[config.mk]
export PLATFORM = sky130hd
export DESIGN_NAME = m_serial_addsub
export DESIGN_NICKNAME = d
export VERILOG_FILES = /design/src/rtl/m_serial_addsub.sv
export SDC_FILE = /design/constraint.sdc
export NUM_CORES = 1
export LEC_CHECK = 0
export CORE_MARGIN = 2
export CORE_UTILIZATION = 54
export CTS_CLUSTER_DIAMETER = 200
export DETAILED_ROUTE_END_ITERATION = 8
export PLACE_DENSITY = 0.91
export SLEW_MARGIN = 10
export SYNTH_ARGS = -nofsm -noshare
export SYNTH_HDL_FRONTEND = slang
export SYNTH_SLANG_ARGS = --single-unit
[constraint.sdc]
create_clock -name w_clk -period 2.1 [get_ports w_clk]
set_input_delay 0.42 -clock w_clk [delete_from_list [all_inputs] [get_ports w_clk]]
set_output_delay 0.42 -clock w_clk [all_outputs]
set_load 0.1 [all_outputs]
[src/rtl/m_serial_addsub.sv]
// m_serial_addsub: digit-serial adder/subtractor.
// Processes DIGIT bits per clock, least-significant digit first, with a
// valid/ready handshake on both the operand side and the result side.
// The finished result is published only at the last digit, so w_s,
// w_cout and w_ovf never show partial values.

module m_serial_addsub #(
    parameter int WIDTH = 8,
    parameter int DIGIT = 1
) (
    input  logic             w_clk,
    input  logic             w_rst,
    input  logic             w_in_valid,
    output logic             w_in_ready,
    input  logic [WIDTH-1:0] w_a,
    input  logic [WIDTH-1:0] w_b,
    input  logic             w_cin,
    input  logic             w_sub,
    output logic             w_out_valid,
    input  logic             w_out_ready,
    output logic [WIDTH-1:0] w_s,
    output logic             w_cout,
    output logic             w_ovf,
    output logic             w_busy
);

    localparam int N     = WIDTH / DIGIT;
    localparam int CNT_W = (N > 1) ? $clog2(N) : 1;
    localparam logic [CNT_W-1:0] LAST_DIGIT = CNT_W'(N - 1);

    // Refuse to build with a digit size that does not tile the word.
    generate
        if (DIGIT < 1 || WIDTH < 1 || (WIDTH % DIGIT) != 0) begin : g_param_check
            $error("m_serial_addsub: WIDTH must be a positive multiple of DIGIT");
        end
    endgenerate

    typedef enum logic [1:0] {
        IDLE = 2'd0,
        RUN  = 2'd1,
        DONE = 2'd2
    } state_t;

    state_t           state;
    logic [WIDTH-1:0] a_q;       // remaining addend digits, LSD at bit 0
    logic [WIDTH-1:0] b_q;       // remaining (possibly inverted) operand digits
    logic [WIDTH-1:0] acc_q;     // partial result, digits enter from the MSB side
    logic             carry_q;   // carry between digits
    logic [CNT_W-1:0] cnt_q;     // index of the digit being processed
    logic [WIDTH-1:0] s_q;       // published result
    logic             cout_q;
    logic             ovf_q;

    logic [DIGIT-1:0] digit_sum;
    logic             ripple_c;
    logic             carry_out;
    logic             carry_msb;
    logic [WIDTH-1:0] acc_next;

    // Ripple-add the low digit of both operands with the stored carry.
    always_comb begin
        // NOTE: every signal driven here gets a default first so no path can leave it unassigned and infer a latch.
        digit_sum = '0;
        ripple_c  = carry_q;
        carry_msb = carry_q;
        for (int i = 0; i < DIGIT; i++) begin
            if (i == DIGIT - 1) begin
                carry_msb = ripple_c;
            end
            digit_sum[i] = a_q[i] ^ b_q[i] ^ ripple_c;
            ripple_c     = (a_q[i] & b_q[i]) | (ripple_c & (a_q[i] ^ b_q[i]));
        end
        carry_out = ripple_c;
    end

    // Shift the new digit into the result from the top.
    generate
        if (DIGIT == WIDTH) begin : g_single_digit
            assign acc_next = digit_sum;
        end else begin : g_multi_digit
            assign acc_next = {digit_sum, acc_q[WIDTH-1:DIGIT]};
        end
    endgenerate

    // Control FSM and datapath registers; reset wins over any handshake.
    always_ff @(posedge w_clk) begin
        // NOTE: state registers use non-blocking assignments so every flop samples pre-edge values.
        if (w_rst) begin
            state   <= IDLE;
            a_q     <= '0;
            b_q     <= '0;
            acc_q   <= '0;
            carry_q <= 1'b0;
            cnt_q   <= '0;
            s_q     <= '0;
            cout_q  <= 1'b0;
            ovf_q   <= 1'b0;
        end else begin
            case (state)
                IDLE: begin
                    if (w_in_valid) begin
                        a_q     <= w_a;
                        b_q     <= w_sub ? ~w_b : w_b;
                        carry_q <= w_sub ? ~w_cin : w_cin;
                        acc_q   <= '0;
                        cnt_q   <= '0;
                        state   <= RUN;
                    end
                end
                RUN: begin
                    a_q     <= a_q >> DIGIT;
                    b_q     <= b_q >> DIGIT;
                    acc_q   <= acc_next;
                    carry_q <= carry_out;
                    cnt_q   <= cnt_q + CNT_W'(1);
                    if (cnt_q == LAST_DIGIT) begin
                        s_q    <= acc_next;
                        cout_q <= carry_out;
                        ovf_q  <= carry_out ^ carry_msb;
                        state  <= DONE;
                    end
                end
                DONE: begin
                    if (w_out_ready) begin
                        state <= IDLE;
                    end
                end
                default: state <= IDLE;
            endcase
        end
    end

    assign w_in_ready  = (state == IDLE);
    assign w_out_valid = (state == DONE);
    assign w_busy      = (state != IDLE);
    assign w_s         = s_q;
    assign w_cout      = cout_q;
    assign w_ovf       = ovf_q;

endmodule

==> reports/qor.yml <==
logic_synthesis:
  synthArstFlopShare_pct: 0
  synth.ff_latch_count: 39
  synth_cells: 194
  synth_area_um2: 1728
  yosys_warnings: 0
  syn_nets: 219
  synth-main-ff-cell: "dfxtp_1"
  ys_top_cells_by_area: "dfxtp_1 45%, nor2_1 7.8%, a21oi_1 4.9%"
  seq_area_frac_synth_pct: 45.18
  post_synth_num_cell_types: 29
  synth_edf_count: 0
  synth_top_area_cell: "dfxtp_1"
  avgSynthCellArea_um2: 8.907
  synth_top_area_share_pct: 45.18
global_routing:
  grt_util_all_layers_pct: 21.05
  gr-total-overflow: 0
  antenna_found_initial: 0
  grt_max_degree: 18
  grt_pass1_vias: 1315
  grt_pass1_wl_um: 5713
detailed_routing:
  wire_per_inst_um: 12.88
  dr.first_iter.drc_count: 51
  num_vias: 1463
  antenna_left: 0
  finalWirelength_um: 3466
  top_layer_used: "met4"
  drt-pass1-iter-count: 6
  drc: 0
  wl_met1_um: 1522
  met3_length_um: 158
  wl_met2_um: 1722
  viasPerCell: 5.439
critical_path:
  start_kind: "register"
  critPathKind: "reg2out"
  arrival_ns: 1.54
  worstPathRequired_ns: 1.68
  crit_path_end_kind: "primary output"
  cp_max_fo: 16
timing:
  slew_viol_final: 0
  rsz0062_at_grt: "no"
  period_minus_slack_ns: 1.965
  finalHoldViolations: 0
  fin_crit_sh_pct: 93.56
  tightest_slew_ns: 0.8389
  slew_headroom_pct: 43.96
  clock_skew_ns: 0.01958
  finalSetupViolCount: 0
  final.setup.worst_slack_ns: 0.1353
  fmax_mhz: 509.0
  finalSetupTns_ns: 0
place:
  place_area_um2: 2078
  portBuffers: 34
  pre_cts_ws_ns: 0.01783
  placedCellCount: 261
  gp_congestion: 0.7513
  dpl.hpwl_um: 2440
power:
  peakVddDrop_mv: 0.5927
  p_leak_nw: 0.8213
  power.density_nw_per_um2: 712.3
  finalPower_mw: 1.539
clocking:
  insertion_delay_ns: 0.35
  clkTransAtPathRegs_ns: 0.12
  cts_buffer_depth: 2
  cts_tree: "done"
  ctsHoldBuffers: 0
  root_buffer: "clkbuf_4"
  clkSinkCount: 39
  cts_max_level: 2
  numCtsBuffers: 5
die:
  io_pins: 35
  row_count: 20
  core_um2: 3053
  start_util_pct: 56.60
  dieArea_um2: 3668
  die_height_um: 60.57
  die_w_um: 60.57
flow_run:
  drv_cap: 0
cells_and_area:
  post-route-cell-area_um2: 2161
  ff_latch_area_um2: 782.0
  nFillCells: 244
  fin_nets: 249
  multi_input_area_um2: 855.8
  fin_cells: 269
  drive_gt1_share_pct: 14.22
  synthToLayoutAreaGrowth_pct: 25.05
  diodes: 0
run_status:
  status: "completed"
min_path:
  min_path_type: "reg2reg"
==> logic make-up (layout without fill, tap and decap cells) <==
kind of cell	count (synthesis)	in the layout	share of synthesized area, %
AO/OA/AOI/OAI	39	39	16.44
XOR/XNOR	10	10	5.069
adder cells (fa/ha/maj)	3	3	2.607
buffers and inverters	17	48	5.576
flip-flops	39	39	45.18
multiplexers	2	2	1.159
AND/OR/NAND/NOR	84	84	23.97
==> layer usage <==
metal	vias up	track usage [%]
li1	723	-
met3	6	6.183
met4	0	8.385
met5	-	0
met1	690	24.80
met2	44	35.94
==> critical path: stages, from the launching register on <==
cell and delay (ns):
dfxtp_1 0.68, or2_4 0.25, clkinvlp_4 0.10, buf_12 0.17
==> path summary, 6_finish.rpt <==
path / start / endpoint / slack, ns / depth (start not counted)
max: state[0] / w_in_ready / 0.14 / 3
min: w_s[0] / w_s[0] / 0.47 / 2
max reg2reg: state[0] / b_q[7] / 0.46 / 3
min reg2reg: w_s[0] / w_s[0] / 0.47 / 2
==> area by class of cell <==
| class | count | area share [%] |
|---|---|---|
| inverter | 2 | 0.5211 |
| timing repair buffer | 38 | 17.37 |
| clock inverter | 3 | 2.027 |
| clock buffer | 5 | 1.737 |
| multi-input combinational | 138 | 39.61 |
| sequential | 39 | 36.19 |
| tap | 44 | 2.548 |
==> placed cells by master (no fill, tap or decap), types with 2 or more instances in the layout <==
cell	n
a2111oi_1	7
dfxtp_1	38
nor2_1	36
a22oi_1	11
xnor2_1	9
nor3_1	8
or3b_1	7
nand2_1	18
ha_1	2
clkdlybuf4s50_1	21
mux2i_1	2
buf_4	14
clkbuf_4	5
nand2b_1	9
buf_12	3
a21oi_1	17
==> stage by stage <==
step | utilization, % | hold WS, ns
final | 70.78 | 0.4665
after detailed placement | 68.07 | 0.4494
after global routing | 70.78 | 0.4858
after CTS | 70.74 | 0.4691
after global placement | 68.07 | 0.4446
after floorplan | - | 0.4324
==> power by group <==
group / switching [mW] / leakage [nW] / internal (mW)
Sequential: 0.0259 / 0.319 / 0.775
Clock: 0.254 / 0.0452 / 0.250
Combinational: 0.117 / 0.457 / 0.117
==> state kept, by name, indices dropped and copies added (netlist names), 2 cells and up <==
signal,flops
w_s,8
acc_q,7
b_q,8
a_q,8
cnt_q,3
state,2
==> cell usage after synthesis (all sizes together) (4+ instances only) <==
cell type  instances
xnor2              9
nor3               8
nand2             18
a22oi             11
clkbuf             4
a2111oi            8
or3b               7
a21oi             17
nand2b             9
dfxtp             39
buf               11
nor2              36
==> timing repair <==
action                     4_1_cts  5_1_grt
setup buffers                    0        0
setup endpoints to repair        0        1
gates resized for setup          0        1
Note: power is estimated with default switching activity, not from simulation.
